==> src/rtl/hazard_pkg.sv <==
// Shared types and helpers for the decode-stage issue scoreboard.
// Build option: SCOREBOARD_FWD_EN selects forwarding-on latencies.
package hazard_pkg;

  typedef enum logic [1:0] {
    OP_ALU   = 2'd0,
    OP_LOAD  = 2'd1,
    OP_MULT  = 2'd2,
    OP_OTHER = 2'd3
  } op_class_t;

  typedef logic [3:0] count_t;

  // Extra latency when results only become visible after writeback.
  localparam int FWD_OFF_ADD = 2;

  function automatic logic [5:0] entry_idx(input logic fp, input logic [4:0] r);
    return {fp, r};
  endfunction

endpackage

==> src/rtl/sb_counter.sv <==
// Loadable 4-bit down-counter that saturates at zero; busy while non-zero.
module sb_counter
  import hazard_pkg::*;
(
  input  logic   clk,
  input  logic   rst,
  input  logic   load,
  input  count_t load_val,
  output count_t count,
  output logic   busy
);

  // A load wins over the decrement so a re-issue on the final cycle restarts the count.
  always_ff @(posedge clk or posedge rst) begin
    if (rst) begin
      count <= '0;
    end else if (load) begin
      count <= load_val;
    end else if (count != '0) begin
      count <= count - 4'd1;
    end
  end

  assign busy = (count != '0);

endmodule

==> src/rtl/issue_scoreboard.sv <==
// Decode-stage issue scoreboard: 64 register countdowns plus the shared multiplier sequencer.
// Build option: define SCOREBOARD_FWD_EN when EX/MEM forwarding is present.
module issue_scoreboard
  import hazard_pkg::*;
#(
  parameter int LOAD_LAT = 2,
  parameter int MULT_LAT = 10,
  parameter int ALU_LAT  = 0
) (
  input  logic       clk,
  input  logic       rst,
  input  logic       issue_valid,
  input  logic [4:0] src_a,
  input  logic [4:0] src_b,
  input  logic       src_a_use,
  input  logic       src_b_use,
  input  logic       src_a_fp,
  input  logic       src_b_fp,
  input  logic [4:0] dst,
  input  logic       dst_we,
  input  logic       dst_fp,
  input  logic [1:0] op_class,
  output logic       stall,
  output logic       mult_start,
  output logic       mult_busy,
  output logic       mult_done,
  output logic [4:0] mult_dst,
  output logic       mult_dst_fp
);

`ifdef SCOREBOARD_FWD_EN
  localparam int LAT_ADD = 0;
`else
  localparam int LAT_ADD = FWD_OFF_ADD;
`endif

  localparam count_t ALU_EFF  = count_t'(ALU_LAT + LAT_ADD);
  localparam count_t LOAD_EFF = count_t'(LOAD_LAT + LAT_ADD);
  localparam count_t MULT_EFF = count_t'(MULT_LAT + LAT_ADD);
  localparam count_t MULT_CNT = count_t'(MULT_LAT);

  op_class_t  cls;
  count_t     lat;
  logic [5:0] a_idx, b_idx, d_idx;
  logic       d_is_r0;
  count_t     cnt [64];
  logic [63:0] busy;
  logic       src_hit, waw_hit, mult_hit;
  logic       issue, entry_load, mult_load;
  count_t     mult_cnt;

  assign cls     = op_class_t'(op_class);
  assign a_idx   = entry_idx(src_a_fp, src_a);
  assign b_idx   = entry_idx(src_b_fp, src_b);
  assign d_idx   = entry_idx(dst_fp, dst);
  assign d_is_r0 = !dst_fp && (dst == 5'd0);

  always_comb begin
    lat = '0;
    case (cls)
      OP_ALU:   lat = ALU_EFF;
      OP_LOAD:  lat = LOAD_EFF;
      OP_MULT:  lat = MULT_EFF;
      default:  lat = '0;
    endcase
  end

  // Integer r0 is never loaded, so its entry can never report busy or trip WAW.
  assign src_hit  = (src_a_use && busy[a_idx]) || (src_b_use && busy[b_idx]);
  assign waw_hit  = dst_we && (cnt[d_idx] > lat);
  assign mult_hit = (cls == OP_MULT) && mult_busy;
  assign stall    = issue_valid && (src_hit || waw_hit || mult_hit);

  assign issue      = issue_valid && !stall;
  assign entry_load = issue && dst_we && (lat != '0) && !d_is_r0;
  assign mult_load  = issue && (cls == OP_MULT);

  for (genvar g = 0; g < 64; g++) begin : g_entry
    sb_counter u_entry (
      .clk      (clk),
      .rst      (rst),
      .load     (entry_load && (d_idx == 6'(g))),
      .load_val (lat),
      .count    (cnt[g]),
      .busy     (busy[g])
    );
  end

  sb_counter u_mult (
    .clk      (clk),
    .rst      (rst),
    .load     (mult_load),
    .load_val (MULT_CNT),
    .count    (mult_cnt),
    .busy     (mult_busy)
  );

  // A new mult cannot load while the counter is busy, so count==1 always means a 1->0 step.
  always_ff @(posedge clk or posedge rst) begin
    if (rst) begin
      mult_start  <= 1'b0;
      mult_done   <= 1'b0;
      mult_dst    <= '0;
      mult_dst_fp <= 1'b0;
    end else begin
      mult_start <= mult_load;
      mult_done  <= (mult_cnt == 4'd1);
      if (mult_load) begin
        mult_dst    <= dst;
        mult_dst_fp <= dst_fp;
      end
    end
  end

endmodule

==> config.mk <==
export PLATFORM = sky130hd
export DESIGN_NAME = issue_scoreboard
export DESIGN_NICKNAME = d
export VERILOG_FILES = /design/src/rtl/hazard_pkg.sv /design/src/rtl/sb_counter.sv /design/src/rtl/issue_scoreboard.sv
export SDC_FILE = /design/constraint.sdc
export NUM_CORES = 1
export LEC_CHECK = 0
export BUFFER_PORTS_ARGS = -buffer_cell sky130_fd_sc_hd__buf_2
export CAP_MARGIN = 15
export CELL_PAD_IN_SITES_DETAIL_PLACEMENT = 1
export CELL_PAD_IN_SITES_GLOBAL_PLACEMENT = 2
export CORE_AREA = 2 2 246 175
export CTS_CLUSTER_SIZE = 20
export DETAILED_ROUTE_END_ITERATION = 16
export DIE_AREA = 0 0 248 177
export PLACE_DENSITY = 0.84
export SYNTH_ARGS = -nofsm -noshare
export SYNTH_HDL_FRONTEND = slang
export SYNTH_SLANG_ARGS = --single-unit
==> constraint.sdc <==
create_clock -name clk -period 21.9 [get_ports clk]
set_clock_uncertainty 0.2 [all_clocks]
set_input_delay 2.19 -clock clk [delete_from_list [all_inputs] [get_ports clk]]
set_output_delay 2.19 -clock clk [all_outputs]
set_load 0.05 [all_outputs]
* After elaboration in Yosys (flattened, before gate mapping)
Index checks and enable logic that the tools add are counted.
Cells by class: magnitude comparators 4, muxes and demuxes 138, bitwise operators 1, reduce and logical (&&, ||, !) cells 215, equal/unequal tests 66, add/subtract/negate cells 65
Operator list (number):
- 4-bit 2-to-1 mux | 132
- 4-bit nonzero test | 66
- 4-bit by 1-bit subtractor with 4-bit output, second input constant | 65
- 6-bit == test, second input constant | 32
- 2-bit nonzero test | 65
- 6-bit by 5-bit == test with 1-bit output, second input constant | 16
- 1-bit logical AND | 75
- 6-bit by 4-bit == test with 1-bit output, second input constant | 8
- 4-bit binary-select mux with 6-bit select | 1
- 6-bit by 3-bit == test with 1-bit output, second input constant | 4
- 6-bit by 7-bit less-than comparator with 1-bit output, second input constant | 2
- 1-bit binary-select mux with 6-bit select | 2
- 6-bit by 2-bit == test with 1-bit output, second input constant | 2
- 4-bit one-hot mux with 3 select lines | 1
- 7-bit >= comparator, second input constant | 1
- 6-bit inverter with 7-bit output | 1
- 6-bit by 1-bit == test with 1-bit output, second input constant | 1
- 6-bit zero test | 1
- 5-bit zero test | 1
- 4-bit by 1-bit == test with 1-bit output, second input constant | 1
- 4-bit greater-than comparator | 1
- 1-bit zero test | 3
- 1-bit logical OR | 3
- 2-bit by 1-bit == test with 1-bit output, second input constant | 1
- other kinds (3) | 4
Word-level totals: input port bits 26, word-level logic and storage cells 558, register bits 268

* Depth between registers and ports, before layout
Gate-level depths: netlist of run 1.
depth after elaboration 16, mapped depth 17, mapped depth without buffers 11

* By module
Synthesis of run 1 repeated with hierarchy kept, for this count alone.
Second synthesis, totals: cell total of the unflattened synthesis 1931, area total of the unflattened synthesis 20448.4 um2
Modules (own cells, without submodules):
- sb_counter | area an instance 250.2 um2, cells an instance 24, times used 65
- issue_scoreboard | area an instance 4182.8 um2, cells an instance 371, times used 1

* Worst setup path after synthesis of run 1
No wires, ideal clock.
kind input to output, from input port dst[0], to output port stall, stages 14, arrival time 6.164 ns, path buffers 5, path slack 13.346 ns, path through buf_6 buf_6 buf_1 mux4_2 mux4_2 mux4_2 ha_1 nand3_1 a311oi_1 o211a_1 o32ai_1 buf_4 buf_2 o21a_1
On the way: cells in the longest elaborated chain, start to end 9
RTL lines:
- start, declared | line issue_scoreboard.sv:19 | input logic [4:0] dst,
- 6-bit inverter with 7-bit output (implied by the code) | line issue_scoreboard.sv:70 | assign waw_hit = dst_we && (cnt[d_idx] > lat);
- 4-bit binary-select mux with 6-bit select | line issue_scoreboard.sv:70
- 4-bit 2-to-1 mux (implied by the code) (2 in a row) | line issue_scoreboard.sv:70
- 4-bit greater-than comparator | line issue_scoreboard.sv:70
- 1-bit logical AND | line issue_scoreboard.sv:70
- 1-bit logical OR (2 in a row) | line issue_scoreboard.sv:72 | assign stall = issue_valid && (src_hit || waw_hit || mult_hit);
- 1-bit logical AND | line issue_scoreboard.sv:72
- end, declared | line issue_scoreboard.sv:23 | output logic stall,
Every way passes these cells. The select of a mux whose other input is x is not followed.

* Worst setup path after layout of run 1
Ends and elaborated chain as after synthesis.

==> results of run 1 <==
-- metal layers --
metal | wire (µm) | GRT usage, %
met5 | 54 | 0.9050
met4 | 1771 | 8.333
met3 | 4779 | 6.110
met2 | 26570 | 42.05
met1 | 29920 | 44.58
-- cell type report --
type                            instances  area share (%)
Multi-Input combinational cell       1326           55.62
Sequential cell                       268           32.06
Clock buffer                           45           4.247
Tap cell                              552           3.302
Inverter                              146           2.656
Timing Repair Buffer                   56           1.711
Clock inverter                          9          0.3709
Antenna cell                            3         0.03589
-- path summary, 6_finish.rpt --
| path | startpoint | to | slack (ps) | cells after the start |
|---|---|---|---|---|
| setup / recovery | dst[0] | stall | 12960 | 12 |
| min in group asynchronous | rst | g_entry[31].u_entry.count[2] | 1580 | 2 |
| setup reg to reg | g_entry[28].u_entry.count[0] | mult_dst[4] | 16350 | 11 |
| hold / removal | mult_dst[3] | mult_dst[3] | 310 | 1 |
| hold reg to reg | mult_dst[3] | mult_dst[3] | 310 | 1 |
| max in group asynchronous | rst | g_entry[4].u_entry.count[1] | 18550 | 3 |
-- registers in the layout, summed over array words and instances, names as in the netlist --
name and count:
mult_done 1, mult_dst_fp 1, g_entry.u_entry.count 256, mult_dst 5, u_mult.count 4, mult_start 1
-- kinds of logic after synthesis --
group                      Yosys count
AOI/OAI and AO/OA                  192
xor gates and xnor gates            73
adders and majority gates           73
buffers and inverters              247
and+or+nand+nor                    609
muxes                              379
DFF                                268
-- worst max-delay path, cell delays in order --
cell and delay (ps):
buf_4 590, buf_4 600, mux4_2 600, mux4_2 560
mux4_2 470, ha_1 320, nor2b_1 140, o21a_1 160
o21ai_0 300, o32ai_4 140, o21a_1 230, buf_2 210
-- power groups by stage --
stage | clock [mW] | sequential, mW | combinational [mW]
after CTS | 0.522 | 1.04 | 1.49
final | 0.512 | 1.05 | 1.49
after detailed placement | 0 | 1.04 | 1.48
after floorplan | 0 | 0.941 | 1.16
after global routing | 0.542 | 1.08 | 1.65
after global placement | 0 | 1.04 | 1.39
-- cells in the final DEF (no fill, tap or decap), types with 8 or more instances in the layout --
master | Yosys | final
a211oi_1 | 10 | 10
a21oi_1 | 103 | 103
buf_2 | 9 | 33
buf_4 | 4 | 21
clkbuf_1 | 59 | 8
clkbuf_16 | 0 | 31
dfrtp_1 | 268 | 268
ha_1 | 73 | 72
inv_1 | 144 | 142
mux2_1 | 14 | 14
mux2_2 | 116 | 116
mux2i_1 | 164 | 164
mux4_2 | 85 | 85
nand2_1 | 94 | 94
nand2b_1 | 13 | 13
nand3_1 | 40 | 40
nor2_1 | 141 | 141
nor2b_1 | 21 | 21
nor3_1 | 73 | 73
nor3_2 | 28 | 28
nor3b_1 | 34 | 34
nor4_4 | 31 | 31
o21ai_0 | 19 | 19
o22ai_1 | 9 | 9
or3_1 | 68 | 68
or3b_1 | 16 | 16
or3b_2 | 14 | 14
xnor2_1 | 71 | 71
-- cell usage after synthesis, drive strengths merged (3+ instances only) --
cell type,count
a311oi,5
ha,73
or3b,30
nand2b,13
a21oi,103
mux2i,164
nor3b,34
o21ai,19
o22ai,9
a22oi,4
a211o,4
nand3b,3
o211ai,5
nand4,6
inv,146
or2,3
mux2,130
buf,42
or3,68
xnor2,71
nand3,41
o31ai,4
nor4b,7
nor2,141
o221ai,6
mux4,85
nor2b,21
and2,4
a211oi,10
nor4,35
nand2,95
nor3,102
a31oi,4
dfrtp,268
clkbuf,59
==> results.cfg, run 1 <==
[run_status]
status = finished, final reports clean

[pwr]
comb_power_share_pct = 48.9
power.total_mw = 3.054
leakagePower_nw = 8.224
power_density_nw_per_um2 = 146.0
clockPowerShare_pct = 16.8
p_sw_share_pct = 42.42
power_frac_seq_pct = 34.3
internal-power_mw = 1.758
ir_drop_mv = 0.08147
switchingPower_mw = 1.295

[layout]
fillers = 4479
fin_cells = 2405
fin_util_pct = 50.16
register_area_um2 = 6706
area_growth_pct = 8.235
drive_above_1_share_pct = 21.24
nets = 1927
multi_input_area_um2 = 11630
final_area_um2 = 20920

[setup_path]
worstPathArrival_ps = 6550
worstSetupPathType = in2out
crit_path_end_kind = output pin
worstPathMaxFanout = 44
start_kind = primary input
required_ps = 19510

[placement]
dpl_cell_area_um2 = 19930
port_buffers = 35
gp_congestion = 0.9220
dp_hpwl_um = 45370
dp_cells = 2347
place_ws_ps = 12970

[run]
cap_violations = 0

[drt]
drt_iter0_markers = 1323
viasPerCell = 6.286
vias = 15117
drcViolationCount = 0
routed_wl_um = 63090
wl_per_cell_um = 26.23
ant_nets = 0
drtPass1Iterations = 5

[sta]
period_share_pct = 40.84
rsz0062_at_grt = false
fin_crit_ps = 8944
slew_violations = 0
tightestPinTransition_ps = 1294
setup-tns-final_ps = 0
slew_headroom_pct = 13.57
hold_violations = 0
max_freq_mhz = 111.8
setup_ws_ps = 12960
fin_hold_ws_ps = 305.6
setup_violations = 0

[clocking]
clk_pin_slew_ps = 60
clk_latency_ps = 590
cts.sink_count = 268
cts_tree = built
cts_made_buffers = 30
cts_hold_buffers = 0
post_cts_resized = 0
cts-root-buf = clkbuf_16
clockBufferDepth = 3
cts_max_level = 1
postCtsSetupRepairBufs = 0

[synthesis]
yosysSeqAreaShare_pct = 34.70
yosys.area.top_type = dfrtp_1
synthFlopType = dfrtp_1
synth_cells = 1841
synth_top_area_share_pct = 34.70
syn_area_um2 = 19330
async_reset_ff_share_pct = 100.0
syn_nets = 1940
ys_ff_latch = 268
synth-compound-area-share_pct = 6.027
synth-xor-area-share_pct = 3.308
yosysWarnings = 0
synthAdderAreaFrac_pct = 4.726
synth_area_leaders = dfrtp_1 35%, mux4_2 9.9%, mux2i_1 8.5%
synth_top_family_by_area = multiplexers
synth_cell_types = 67
synth_edf_count = 0
synth.mux.area_fraction_pct = 25.97
synth-simple-area-share_pct = 19.98
syn_avg_cell_area_um2 = 10.50

[floorplan]
die_x_um = 248
dieHeight_um = 177
die_area_um2 = 43900
start_util_pct = 46.35
core-area_um2 = 41700
fp-row-count = 63
io_pins = 36

[global_routing]
grt_max_degree = 146
antenna_found_initial = 2
grt_overflow_total = 0
grt_pass1_vias = 15322
grt_usage_pct = 29.43
grt_first_pass_wirelength_um = 97140

[worst_hold_path]
holdCritPathClass = reg2reg
Note: power is estimated with default switching activity, not from simulation.
==> run 2, diff against run 1 <==
- ABC_AREA: unset -> 1
- CORE_AREA: 2 2 246 175 -> 2 2 289 205
- DIE_AREA: 0 0 248 177 -> 0 0 291 207
- PLACE_DENSITY: 0.84 -> 0.77
- clock period: 21.9 -> 9.3 ns (I/O delays scaled with it)
==> run 2 against run 1 <==
Non-clock buffer count up 13; sequential cell count unchanged; sequential share of layout area down 2.3 points; hold slack worse by 16 ps.
==> results.cfg, run 2 <==
[run_status]
status = finished, final reports clean

[synthesis]
syn_area_um2 = 20540
synth_area_leaders = dfrtp_1 33%, nand2_1 18%, inv_1 9.4%
synth_top_family_by_area = simple AND/OR/NAND/NOR gates
synthFlopType = dfrtp_1
ys_ff_latch = 268
synth-simple-area-share_pct = 35.56
syn_nets = 3219
async_reset_ff_share_pct = 100.0
synth-compound-area-share_pct = 7.725
synth_cells = 3120
synth_commonest_cells = 962 x nand2_1, 513 x inv_1, 286 x nand3_1, 268 x dfrtp_1, 227 x nand4_1
syn_avg_cell_area_um2 = 6.582
yosys.area.top_type = dfrtp_1
yosysWarnings = 0
synth_top_area_share_pct = 32.66
synth-xor-area-share_pct = 6.696
yosysMostFrequentCell = nand2_1
synthAdderAreaFrac_pct = 4.447
synth_edf_count = 0
yosysSeqAreaShare_pct = 32.66
synth_cell_types = 34
synth.mux.area_fraction_pct = 0

[global_routing]
grt_first_pass_wirelength_um = 132100
antenna_found_initial = 1
grt_usage_pct = 28.60
grt_pass1_vias = 21183
grt_overflow_total = 0
grt_max_degree = 130

[pwr]
power_density_nw_per_um2 = 357.1
ir_drop_mv = 0.1478
leakagePower_nw = 12.32

[floorplan]
io_pins = 36
start_util_pct = 35.60
core-area_um2 = 57680
dieHeight_um = 207
die_x_um = 291
fp-row-count = 74
die_area_um2 = 60240

[layout]
area_growth_pct = 9.607
fillers = 7485
top_regs = g_entry.u_entry.count (256), mult_dst (5), u_mult.count (4)
nets = 3185
final_common_cell = nand2_1
register_area_um2 = 6706
largest_register_ffs = 256
top_register = g_entry.u_entry.count
drive_above_1_share_pct = 4.376
final_area_um2 = 22510
multi_input_area_um2 = 11210
mostFrequentLayoutCells = 961 x nand2_1, 512 x inv_1, 286 x nand3_1, 268 x dfrtp_1, 227 x nand4_1

[sta]
hold_violations = 0
rsz0062_at_grt = false
fin_crit_ps = 7130
tightestPinTransition_ps = 1240
period_share_pct = 76.66
setup_violations = 0
setup-tns-final_ps = 0
slew_violations = 0
max_freq_mhz = 140.3
slew_headroom_pct = 17.24
setup_ws_ps = 2170

[drt]
ant_nets = 0
viasPerCell = 5.381
wl_per_cell_um = 22.24
routed_wl_um = 86050
drt_iter0_markers = 1687
vias = 20820
drtPass1Iterations = 5
drcViolationCount = 0

[clocking]
clockBufferDepth = 3
clk_pin_slew_ps = 60
cts_tree = built
postCtsSetupRepairBufs = 0
cts_hold_buffers = 0
cts_made_buffers = 34
cts.sink_count = 268
cts_max_level = 2
clk_latency_ps = 580
post_cts_resized = 0
cts-root-buf = clkbuf_16

[setup_path]
start_kind = primary input
worstPathArrival_ps = 6000
required_ps = 8170
worstPathMaxFanout = 35
crit_path_end_kind = output pin
worstSetupPathType = in2out

[worst_hold_path]
holdCritPathClass = reg2reg

[placement]
place_ws_ps = 2090
dpl_cell_area_um2 = 21350
gp_congestion = 0.8785
dp_hpwl_um = 58840
port_buffers = 35

[run]
cap_violations = 0
==> run 2: logic make-up (layout without fill, tap and decap cells) <==
group           Yosys count  in the layout
compound gates          276            276
xor+xnor                157            157
flops                   268            268
fa+ha+maj                73             73
simple gates           1686           1686
buf+inv                 660            648
other cells               0              1
==> run 2: critical path, stage by stage <==
cell and delay (ps):
buf_2 370, inv_2 270, nand2_2 830, inv_2 610
a22oi_1 400, o221ai_1 190, a22o_1 230, o21ai_0 420
o211ai_1 170, ha_1 360, a21oi_1 160, o21ai_0 90
and2_1 140, a21oi_1 180, nand3_2 160, nand2_1 150
inv_1 50, buf_2 200
==> run 2: worst paths after layout <==
| check | slack (ps) | endpoint | depth (start not counted) | from |
|---|---|---|---|---|
| max | 2170 | stall | 18 | dst[1] |
| min | 290 | mult_dst_fp | 2 | mult_dst_fp |
| max reg2reg | 4520 | g_entry[34].u_entry.count[2] | 17 | g_entry[58].u_entry.count[2] |
| min reg2reg | 290 | mult_dst_fp | 2 | mult_dst_fp |
| max in group asynchronous | 6630 | g_entry[5].u_entry.count[0] | 4 | rst |
| min in group asynchronous | 300 | g_entry[10].u_entry.count[0] | 2 | rst |
==> run 2: routing by layer <==
layer	GRT usage, %	wire, µm	vias to the layer above
li1	-	-	9937
met1	41.85	41370	10222
met2	44.23	37260	551
met3	4.281	5673	108
met4	6.646	1727	2
met5	0	12	-
==> run 2: per-stage QoR <==
stage                     hold WS [ps]  utilization [%]  total power, mW  cells
after floorplan                  252.5                -            5.414   3120
after global placement           268.7            36.97            6.371   3809
after detailed placement         274.7            37.02            6.536   3810
after CTS                        290.2            39.02            8.052   3868
after global routing             323.9            39.02            8.887   3868
final                            290.0            39.02            8.038   3869
==> run 2: cell type report <==
cell class	instances	share of cell area (%)
Clock buffer	51	4.613
Multi-Input combinational cell	2192	49.82
Sequential cell	268	29.79
Clock inverter	7	0.5169
Tap cell	760	4.224
Timing Repair Buffer	69	2.279
Antenna cell	1	0.01112
Inverter	521	8.743
==> run 2: where the power goes <==
part	switching [mW]	total, mW	internal [mW]	leakage [nW]
clock	0.590	1.44	0.854	0.563
sequential	0.488	2.29	1.80	3.19
combinational	2.78	4.31	1.52	8.57
total	3.86	8.04	4.18	12.3
==> run 3, diff against run 2 <==
- CORE_AREA: 2 2 289 205 -> 2 2 302 214
- DIE_AREA: 0 0 291 207 -> 0 0 304 216
- PLACE_DENSITY: 0.77 -> 0.74
- clock period: 9.3 -> 5.7 ns (I/O delays scaled with it)
==> run 3 against run 2 <==
Core utilization down 2.4 points; clock power is 74% higher; sequential share of layout area shrank 0.58 points; die area increased by 9.0%; largest cell class unchanged; largest power group unchanged.
==> results.cfg, run 3 (same netlist as run 2, synthesis figures left out) <==
[setup_path]
crit_path_end_kind = output pin
required_ps = 4930
worstPathMaxFanout = 37
start_kind = primary input
reg2reg_depth = 16
worstPathArrival_ps = 4340
worstSetupPathType = in2out

[layout]
largest_register_ffs = 256
antenna_cells = 0
top_regs = g_entry.u_entry.count (256), mult_dst (5), u_mult.count (4)
nets = 3211
top_register = g_entry.u_entry.count
fillers = 8056
final_area_um2 = 22950
mostFrequentLayoutCells = 961 x nand2_1, 512 x inv_1, 286 x nand3_1, 268 x dfrtp_1, 227 x nand4_1
area_growth_pct = 11.76
drive_above_1_share_pct = 5.290
final_common_cell = nand2_1

[sta]
fin_hold_ws_ps = 259.2
fin_crit_ps = 5110
setup_violations = 0
period_share_pct = 89.65
slew_violations = 0
rsz0062_at_grt = false
slew_headroom_pct = 25.12
setup-tns-final_ps = 0
hold_violations = 0
tightestPinTransition_ps = 1123
max_freq_mhz = 195.7
setup_ws_ps = 589.7

[clocking]
clk_latency_ps = 560
cts-root-buf = clkbuf_16
cts_max_level = 2
clk_pin_slew_ps = 60
cts_hold_buffers = 1
cts.sink_count = 268
post_cts_resized = 0
cts_tree = built
postCtsSetupRepairBufs = 0
cts_made_buffers = 35
clockBufferDepth = 3

[drt]
drcViolationCount = 0
wl_per_cell_um = 22.19
drt_iter0_markers = 1368
drtPass1Iterations = 4
routed_wl_um = 88040
viasPerCell = 5.338
vias = 21176
ant_nets = 0

[pwr]
power_density_nw_per_um2 = 576.9
p_sw_share_pct = 47.32
clockPowerShare_pct = 18.9
switchingPower_mw = 6.267
internal-power_mw = 6.976
power.total_mw = 13.24
power_frac_seq_pct = 28.1
ir_drop_mv = 0.2228
leakagePower_nw = 12.51
comb_power_share_pct = 53.0

[global_routing]
antenna_found_initial = 1
grt_usage_pct = 26.54
grt_pass1_vias = 21351
grt_first_pass_wirelength_um = 133500
grt_overflow_total = 0
grt_max_degree = 139

[placement]
dp_hpwl_um = 60420
place_ws_ps = 557.6
gp_congestion = 0.8900
dpl_cell_area_um2 = 21700
port_buffers = 35

[run]
cap_violations = 0

[floorplan]
io_pins = 36
fp-row-count = 77
dieHeight_um = 216
start_util_pct = 32.74
die_x_um = 304
die_area_um2 = 65660
core-area_um2 = 62720

[worst_hold_path]
holdCritPathClass = in2reg
whs_path_depth = 3

[run_status]
status = finished, final reports clean
## run 3: cell count changes in the layout (fill, tap and decap cells not counted)
cell	before	now
buf_12	5	13
inv_8	1	0
clkbuf_8	6	8
nor2_1	195	194
diode_2	1	0
dlygate4sd3_1	0	1
clkinv_2	2	4
bufinv_16	3	5
buf_16	1	0
nor2_2	1	2
buf_4	28	45
## run 3: power by group through the flow
stage / combinational (mW) / sequential (mW) / clock (mW)
2_1_floorplan: 5.26 / 3.57 / 0
3_3_place_gp: 6.69 / 3.71 / 0
3_5_place_dp: 6.93 / 3.74 / 0
4_1_cts: 7.01 / 3.71 / 2.56
5_1_grt: 8.14 / 3.84 / 2.63
6_report: 7.02 / 3.72 / 2.50
## run 3: final cells by class
class,count,area (µm²),share of cell area [%]
tap,829,1037,4.519
multi-input combinational,2192,11220,48.87
sequential,268,6706,29.22
timing repair buffer,94,783.3,3.412
clock buffer,53,1066,4.644
inverter,521,1964,8.558
clock inverter,10,178.9,0.7795
## run 3: per-stage QoR
step	utilization, %	std cells
finish	36.60	3967
global route	36.60	3967
CTS	36.60	3967
detailed placement	34.60	3903
global placement	34.60	3903
floorplan	-	3120
## run 3: worst max-delay path, stage by stage
cell and delay (ps):
buf_2 290, buf_4 270, nor2_4 90, buf_12 200
a22oi_1 290, o221ai_1 290, a221oi_1 620, o221ai_1 220
ha_1 340, nand3_1 80, nor2_1 140, nand3_1 110
a21oi_1 180, nand3_2 170, nand2_1 160, inv_1 50
buf_2 200
## run 3: path summary, 6_finish.rpt
path	start	to	slack, ps
worst max-delay path	dst[1]	stall	590
max in group asynchronous	rst	g_entry[38].u_entry.count[1]	3940
worst max register to register	g_entry[41].u_entry.count[2]	g_entry[26].u_entry.count[1]	1490
worst min register to register	mult_dst[0]	mult_dst[0]	290
min in group asynchronous	rst	g_entry[10].u_entry.count[3]	310
worst min-delay path	dst[2]	mult_dst[2]	260
## run 3: per-layer routing
metal / routed length (µm) / vias up / GRT usage [%]
li1: - / 9997 / -
met2: 38090 / 502 / 41.09
met1: 43410 / 10548 / 38.75
met4: 2164 / 2 / 7.330
met3: 4360 / 127 / 3.251
met5: 11 / - / 0
